### src/rtl/gcd_arbiter_if.sv
// Request/response bundle between the GCD arbiter and its client blocks.
// slave  : arbiter side (accepts requests, drives responses)
// master : client side (drives requests, accepts responses)
interface gcd_arbiter_if #(
  parameter int NUM_REQ    = 4,
  parameter int DATA_WIDTH = 8,
  parameter int ID_WIDTH   = 2
);
  logic [NUM_REQ-1:0]            req_valid_i;
  logic [NUM_REQ-1:0]            req_ready_o;
  logic [NUM_REQ*DATA_WIDTH-1:0] req_a_i;
  logic [NUM_REQ*DATA_WIDTH-1:0] req_b_i;
  logic                          rsp_valid_o;
  logic                          rsp_ready_i;
  logic [ID_WIDTH-1:0]           rsp_id_o;
  logic [DATA_WIDTH-1:0]         rsp_data_o;
  logic                          rsp_err_o;

  modport slave (
    input  req_valid_i, req_a_i, req_b_i, rsp_ready_i,
    output req_ready_o, rsp_valid_o, rsp_id_o, rsp_data_o, rsp_err_o
  );

  modport master (
    output req_valid_i, req_a_i, req_b_i, rsp_ready_i,
    input  req_ready_o, rsp_valid_o, rsp_id_o, rsp_data_o, rsp_err_o
  );
endinterface

### src/rtl/gcd_arbiter.sv
// Round-robin front end sharing one GCD engine between NUM_REQ requesters.
// One operation in flight; zero operands bypass the engine (gcd(0,x)=x).
// Optional engine watchdog enabled by defining GCD_ARB_TIMEOUT_EN.
//
// state   | meaning
// --------+---------------------------------------------------------
// S_IDLE  | no operation; grant first valid requester from rr pointer
// S_ISSUE | operands latched, one-cycle start pulse to the engine
// S_WAIT  | waiting for eng_done_i (or watchdog expiry)
// S_RESP  | response presented, held until rsp_ready_i
module gcd_arbiter #(
  parameter int NUM_REQ        = 4,
  parameter int DATA_WIDTH     = 8,
  parameter int ID_WIDTH       = 2,
  parameter int TIMEOUT_CYCLES = 64
) (
  input  logic                  clk_i,
  input  logic                  nreset_i,
  gcd_arbiter_if.slave          bus,
  output logic                  eng_start_o,
  output logic [DATA_WIDTH-1:0] eng_a_o,
  output logic [DATA_WIDTH-1:0] eng_b_o,
  input  logic                  eng_done_i,
  input  logic [DATA_WIDTH-1:0] eng_result_i,
  output logic                  busy_o
);

  typedef enum logic [1:0] {S_IDLE, S_ISSUE, S_WAIT, S_RESP} state_e;

  state_e                state_q;
  logic [ID_WIDTH-1:0]   rr_q;
  logic [ID_WIDTH-1:0]   id_q;
  logic [DATA_WIDTH-1:0] a_q;
  logic [DATA_WIDTH-1:0] b_q;
  logic [DATA_WIDTH-1:0] res_q;
  logic                  rsp_valid_q;
  logic                  start_q;
  logic                  busy_q;

  logic                  gnt_found;
  logic [ID_WIDTH-1:0]   gnt_idx;
  logic [NUM_REQ-1:0]    gnt_oh;
  logic [DATA_WIDTH-1:0] gnt_a;
  logic [DATA_WIDTH-1:0] gnt_b;
  logic [ID_WIDTH:0]     cand;

`ifdef GCD_ARB_TIMEOUT_EN
  localparam int TW = $clog2(TIMEOUT_CYCLES) + 1;
  logic [TW-1:0] tmo_q;
  logic          err_q;
`else
  logic unused_timeout_cfg;
  assign unused_timeout_cfg = (TIMEOUT_CYCLES > 0);
`endif

  // Rotating priority search: first valid index at or after rr_q, wrapping.
  always_comb begin
    gnt_found = 1'b0;
    gnt_idx   = '0;
    cand      = '0;
    for (int i = 0; i < NUM_REQ; i++) begin
      cand = {1'b0, rr_q} + (ID_WIDTH+1)'(i);
      if (cand >= (ID_WIDTH+1)'(NUM_REQ)) cand = cand - (ID_WIDTH+1)'(NUM_REQ);
      if (!gnt_found && bus.req_valid_i[cand[ID_WIDTH-1:0]]) begin
        gnt_found = 1'b1;
        gnt_idx   = cand[ID_WIDTH-1:0];
      end
    end
  end

  // One-hot grant and operand mux for the winning requester.
  always_comb begin
    gnt_oh = '0;
    gnt_a  = '0;
    gnt_b  = '0;
    for (int i = 0; i < NUM_REQ; i++) begin
      if (gnt_found && (gnt_idx == ID_WIDTH'(i))) begin
        gnt_oh[i] = 1'b1;
        gnt_a     = bus.req_a_i[i*DATA_WIDTH +: DATA_WIDTH];
        gnt_b     = bus.req_b_i[i*DATA_WIDTH +: DATA_WIDTH];
      end
    end
  end

  // Ready is only offered in S_IDLE and is forced low while reset is asserted.
  assign bus.req_ready_o = (state_q == S_IDLE && nreset_i) ? gnt_oh : '0;

  assign bus.rsp_valid_o = rsp_valid_q;
  assign bus.rsp_id_o    = id_q;
  assign bus.rsp_data_o  = res_q;
  assign eng_start_o     = start_q;
  assign eng_a_o         = a_q;
  assign eng_b_o         = b_q;
  assign busy_o          = busy_q;
`ifdef GCD_ARB_TIMEOUT_EN
  assign bus.rsp_err_o   = err_q;
`else
  assign bus.rsp_err_o   = 1'b0;
`endif

  // Sequencer: grant, issue, wait for engine, hold response until accepted.
  always_ff @(posedge clk_i or negedge nreset_i) begin
    if (!nreset_i) begin
      state_q     <= S_IDLE;
      rr_q        <= '0;
      id_q        <= '0;
      a_q         <= '0;
      b_q         <= '0;
      res_q       <= '0;
      rsp_valid_q <= 1'b0;
      start_q     <= 1'b0;
      busy_q      <= 1'b0;
`ifdef GCD_ARB_TIMEOUT_EN
      tmo_q       <= '0;
      err_q       <= 1'b0;
`endif
    end else begin
      start_q <= 1'b0;
      case (state_q)
        S_IDLE: begin
          if (gnt_found) begin
            id_q   <= gnt_idx;
            a_q    <= gnt_a;
            b_q    <= gnt_b;
            busy_q <= 1'b1;
`ifdef GCD_ARB_TIMEOUT_EN
            err_q  <= 1'b0;
`endif
            if (gnt_a == '0 || gnt_b == '0) begin
              res_q       <= gnt_a | gnt_b;
              rsp_valid_q <= 1'b1;
              state_q     <= S_RESP;
            end else begin
              start_q <= 1'b1;
              state_q <= S_ISSUE;
            end
          end
        end
        S_ISSUE: begin
`ifdef GCD_ARB_TIMEOUT_EN
          tmo_q   <= '0;
`endif
          state_q <= S_WAIT;
        end
        S_WAIT: begin
          if (eng_done_i) begin
            res_q       <= eng_result_i;
            rsp_valid_q <= 1'b1;
            state_q     <= S_RESP;
          end
`ifdef GCD_ARB_TIMEOUT_EN
          else if (tmo_q == TW'(TIMEOUT_CYCLES - 1)) begin
            res_q       <= '0;
            err_q       <= 1'b1;
            rsp_valid_q <= 1'b1;
            state_q     <= S_RESP;
          end else begin
            tmo_q <= tmo_q + 1'b1;
          end
`endif
        end
        S_RESP: begin
          if (bus.rsp_ready_i) begin
            rsp_valid_q <= 1'b0;
            busy_q      <= 1'b0;
            rr_q        <= (id_q == ID_WIDTH'(NUM_REQ - 1)) ? '0 : id_q + 1'b1;
            state_q     <= S_IDLE;
          end
        end
        default: state_q <= S_IDLE;
      endcase
    end
  end

endmodule

### src/flat_wrapper.sv
// flat-port wrapper written by rule: the top's interface ports become plain ports
module gcd_arbiter_flat 
#(
  parameter int NUM_REQ        = 4,
  parameter int DATA_WIDTH     = 8,
  parameter int ID_WIDTH       = 2,
  parameter int TIMEOUT_CYCLES = 64
)
  (clk_i, nreset_i, eng_start_o, eng_a_o, eng_b_o, eng_done_i, eng_result_i, busy_o, bus_req_valid_i, bus_req_a_i, bus_req_b_i, bus_rsp_ready_i, bus_req_ready_o, bus_rsp_valid_o, bus_rsp_id_o, bus_rsp_data_o, bus_rsp_err_o);
  gcd_arbiter_if #(.NUM_REQ(NUM_REQ), .DATA_WIDTH(DATA_WIDTH), .ID_WIDTH(ID_WIDTH)) bus_i ();
  input  logic clk_i;
  input  logic nreset_i;
  output logic eng_start_o;
  output logic [DATA_WIDTH-1:0] eng_a_o;
  output logic [DATA_WIDTH-1:0] eng_b_o;
  input  logic eng_done_i;
  input  logic [DATA_WIDTH-1:0] eng_result_i;
  output logic busy_o;
  input wire logic [$bits(bus_i.req_valid_i)-1:0] bus_req_valid_i;
  input wire logic [$bits(bus_i.req_a_i)-1:0] bus_req_a_i;
  input wire logic [$bits(bus_i.req_b_i)-1:0] bus_req_b_i;
  input wire logic [$bits(bus_i.rsp_ready_i)-1:0] bus_rsp_ready_i;
  output wire logic [$bits(bus_i.req_ready_o)-1:0] bus_req_ready_o;
  output wire logic [$bits(bus_i.rsp_valid_o)-1:0] bus_rsp_valid_o;
  output wire logic [$bits(bus_i.rsp_id_o)-1:0] bus_rsp_id_o;
  output wire logic [$bits(bus_i.rsp_data_o)-1:0] bus_rsp_data_o;
  output wire logic [$bits(bus_i.rsp_err_o)-1:0] bus_rsp_err_o;
  assign bus_i.req_valid_i = bus_req_valid_i;
  assign bus_i.req_a_i = bus_req_a_i;
  assign bus_i.req_b_i = bus_req_b_i;
  assign bus_i.rsp_ready_i = bus_rsp_ready_i;
  assign bus_req_ready_o = bus_i.req_ready_o;
  assign bus_rsp_valid_o = bus_i.rsp_valid_o;
  assign bus_rsp_id_o = bus_i.rsp_id_o;
  assign bus_rsp_data_o = bus_i.rsp_data_o;
  assign bus_rsp_err_o = bus_i.rsp_err_o;
  gcd_arbiter #(.NUM_REQ(NUM_REQ), .DATA_WIDTH(DATA_WIDTH), .ID_WIDTH(ID_WIDTH), .TIMEOUT_CYCLES(TIMEOUT_CYCLES)) u_core (.clk_i(clk_i), .nreset_i(nreset_i), .bus(bus_i), .eng_start_o(eng_start_o), .eng_a_o(eng_a_o), .eng_b_o(eng_b_o), .eng_done_i(eng_done_i), .eng_result_i(eng_result_i), .busy_o(busy_o));
endmodule
### config.mk
export PLATFORM = sky130hd
export DESIGN_NAME = gcd_arbiter_flat
export DESIGN_NICKNAME = d
export VERILOG_FILES = /design/src/rtl/gcd_arbiter_if.sv /design/src/rtl/gcd_arbiter.sv /design/src/flat_wrapper.sv
export SDC_FILE = /design/constraint.sdc
export NUM_CORES = 1
export LEC_CHECK = 0
export ABC_AREA = 1
export BUFFER_PORTS_ARGS = -buffer_cell sky130_fd_sc_hd__buf_2
export CAP_MARGIN = 20
export CORE_MARGIN = 10
export CORE_UTILIZATION = 53
export CTS_BUF_LIST = sky130_fd_sc_hd__clkbuf_4
export CTS_CLUSTER_DIAMETER = 150
export DETAILED_ROUTE_END_ITERATION = 7
export GPL_ROUTABILITY_DRIVEN = 0
export PLACE_DENSITY = 0.89
export RECOVER_POWER = 25
export SLEW_MARGIN = 10
export SYNTH_ARGS = -nofsm -noshare
export SYNTH_HDL_FRONTEND = slang
export SYNTH_SLANG_ARGS = --single-unit
export TNS_END_PERCENT = 20
### constraint.sdc
create_clock -name clk_i -period 4.37 [get_ports clk_i]
set_input_delay 1.311 -clock clk_i [delete_from_list [all_inputs] [get_ports clk_i]]
set_output_delay 1.311 -clock clk_i [all_outputs]
set_load 0.02 [all_outputs]
==> out/results.tsv <==
stage	metric	value	unit
status	outcome	finished with violations	
status	violations	capacitance limit, slew limit	
clocking	htree_levels	2	
power	leakage	1.850	nW
timing	final_max_slew_viol_count	34	
drt	drt_first_pass_iters	4	
logic_synthesis	syn_nets	463	
power	combPwrFrac	75.1	%
worst_setup_path	worstSetupPathType	input pin to output port	
worst_hold_path	worstHoldPathType	flip-flop to flip-flop	
floorplanning	die_w	88.70	um
worst_setup_path	worstSetupEndpoint	bus_req_ready_o[3]	
layout	layout_common_cells	133 x nand2_1, 111 x buf_2, 48 x nand3_1	
power	switchingPower	0.001839	W
drt	vias	2805	
clocking	cts_buffers	5	
worst_setup_path	crit_start	bus_req_valid_i[1]	
floorplanning	coreArea	4474	um2
drt	drtIter0Drc	184	
drt	drcViolationCount	0	
layout	drive_gt1_share	30.94	%
clocking	clkTransAtPathRegs	90	ps
placed_design	dp_hpwl	6518	um
layout	final_common_cell	nand2_1	
layout	antennaDiodeCount	0	
clocking	post_cts_buffers	0	
drt	finalWirelength	7855	um
power	p_int	0.001348	W
global_route	antenna_found_initial	0	
layout	finalNetCount	573	
global_route	grt_pass1_vias	2783	
timing	tns	0	ps
global_route	grt_max_degree	38	
logic_synthesis	synth_cells	377	
worst_setup_path	r2r_start	u_core.rr_q[0]	
floorplanning	num_io_pins	114	
power	pwr-share-clk	7.0	%
floorplanning	rows	24	
logic_synthesis	syn-cell-area	2501	um2
global_route	grt_pass1_wl	12610	um
job	maxCapViolations	1	
drt	ant_nets	0	
worst_hold_path	min_from	u_core.bus.rsp_data_o[4]	
worst_setup_path	reg2reg_to	u_core.bus.rsp_data_o[5]	
logic_synthesis	synth_seq_cells	33	
timing	grt_setup_unrepaired	no	
clocking	insertion_delay	330	ps
floorplanning	die_area	7867	um2
timing	timing.final.crit_share	91.73	%
worst_setup_path	crit_fanout	17	
clocking	clockBufferDepth	2	
logic_synthesis	syn_area_per_cell	6.634	um2
power	power.density	1015	nW/um2
power	peakVddDrop	534.0	uV
worst_setup_path	r2r_cells	18	
timing	slew_headroom	-13.14	%
drt	wl_per_cell	14.55	um
timing	hold_viol_final	0	
clocking	cts_root_buf	clkbuf_4	
worst_setup_path	rrSetupSlack	1190	ps
worst_setup_path	cp.required	3060	ps
global_route	overflow	0	
worst_setup_path	critical_path.startpoint_type	input pin	
floorplanning	start_util	55.90	%
clocking	cts_tree	yes	
power	p_total	0.003187	W
clocking	hold_buffers	0	
timing	timing.final.crit_period	4009	ps
timing	setup_violations	0	
layout	area_growth	25.56	%
timing	tightest_slew	1697	ps
timing	max_freq	249.5	MHz
floorplanning	die_h	88.70	um
logic_synthesis	ys_types	32	
clocking	cts_resized	0	
logic_synthesis	synth.yosys.warnings	0	
logic_synthesis	seq_area_frac_synth	33.02	%
placed_design	io_buffers	112	
power	p_sw_share	57.70	%
worst_setup_path	crit_path_end_kind	output port	
drt	vias_per_cell	5.194	
worst_setup_path	worstPathArrival	2700	ps
global_route	grt.total_usage	20.00	%
timing	finalClockSkew	2.553	ps
clocking	cts_num_sinks	33	
power	power_frac_seq	17.9	%
-- metal layers --
layer	GRT usage, %	wire [um]	vias to the layer above
li1	-	-	1422
met1	23.56	3169	1260
met2	34.11	3936	102
met3	5.790	565	21
met4	6.461	183	0
met5	0	0	-
-- power by group through the flow --
stage	Sequential [W]	Clock, W	Combinational (W)
after floorplan	0.000707	0	0.00168
after global placement	0.000572	0	0.00231
after detailed placement	0.000574	0	0.00237
after CTS	0.000570	0.000227	0.00239
after global routing	0.000591	0.000240	0.00270
final	0.000571	0.000223	0.00239
-- critical path: stages --
cell	delay [ps]
buf_2	90
inv_1	80
nand2_1	60
nand2_1	90
nand2_1	70
nand2_2	90
nand2_1	90
nand3_2	120
nand2_4	90
nor2_8	160
nand2_4	150
nor2_1	110
buf_2	180
-- cell families (layout without fill, tap and decap cells) --
kind of cell | after synthesis | after routing | share of synthesized area, %
adders and majority gates | 6 | 6 | 3.001
AOI/OAI and AO/OA | 37 | 37 | 8.404
and+or+nand+nor | 255 | 255 | 47.17
buffers and inverters | 45 | 156 | 8.253
other | 1 | 1 | 0.1499
DFF | 33 | 33 | 33.02
-- sequential cells by signal (all words and copies together), names as in the netlist --
register	cells
u_core.bus.rsp_id_o	2
u_core.eng_start_o	1
u_core.bus.rsp_valid_o	1
u_core.eng_a_o	8
u_core.eng_b_o	8
u_core.busy_o	1
u_core.state_q	2
u_core.bus.rsp_data_o	8
u_core.rr_q	2
-- synth_stat cells --
library cell / number / area share [%]
o21ai_2: 1 / 0.35
inv_2: 3 / 0.45
nand3_2: 6 / 2.4
conb_1: 1 / 0.15
nand4_1: 1 / 0.25
inv_1: 29 / 4.4
ha_1: 6 / 3.0
clkinv_1: 1 / 0.15
nand2_1: 133 / 20
nor2_2: 2 / 0.50
nand2_4: 3 / 1.4
o211ai_1: 2 / 0.60
a21boi_2: 1 / 0.45
a21oi_1: 5 / 1.0
clkbuf_1: 4 / 0.60
o31ai_1: 1 / 0.30
nand3_1: 48 / 9.6
o21ai_1: 1 / 0.20
nand3_4: 1 / 0.70
buf_6: 4 / 1.8
nor2_1: 44 / 6.6
buf_2: 3 / 0.60
buf_4: 1 / 0.30
nand2_2: 8 / 2.0
nor2_4: 3 / 1.4
a21o_1: 3 / 0.90
o21ai_0: 23 / 4.6
nor3_1: 3 / 0.60
nand3b_4: 1 / 0.80
or2_2: 1 / 0.25
nor2_8: 1 / 0.80
dfrtp_1: 33 / 33
-- per-stage QoR --
step	setup WS [ps]	hold WS, ps	instances	area [um2]	utilization [%]
after detailed placement	367.6	454.5	532	3067	68.54
after global placement	420.9	451.7	532	3067	68.54
final	361.4	472.2	540	3141	70.19
after CTS	361.5	477.9	540	3146	70.30
after floorplan	447.8	575.6	377	2501	-
after global routing	198.8	504.3	540	3141	70.19
-- layout make-up --
cell class	instances	area [um2]
Sequential cell	33	825.8
Timing Repair Buffer	115	578.1
Tap cell	52	65.06
Inverter	33	123.9
Clock buffer	6	45.04
Clock inverter	2	33.78
Multi-Input combinational cell	299	1469
Fill cell	405	1334
-- how the worst min path moves through the flow --
stage	depth (start not counted)	endpoint	slack, ps
6_report	2	u_core.bus.rsp_data_o[4]	470
4_1_cts	2	u_core.bus.rsp_data_o[4]	480
2_1_floorplan	2	u_core.bus.rsp_valid_o	580
5_1_grt	2	u_core.bus.rsp_data_o[4]	500
3_5_place_dp	2	u_core.bus.rsp_data_o[4]	450
3_3_place_gp	2	u_core.bus.rsp_data_o[1]	450
No activity file was read; power rests on OpenSTA's default activity.
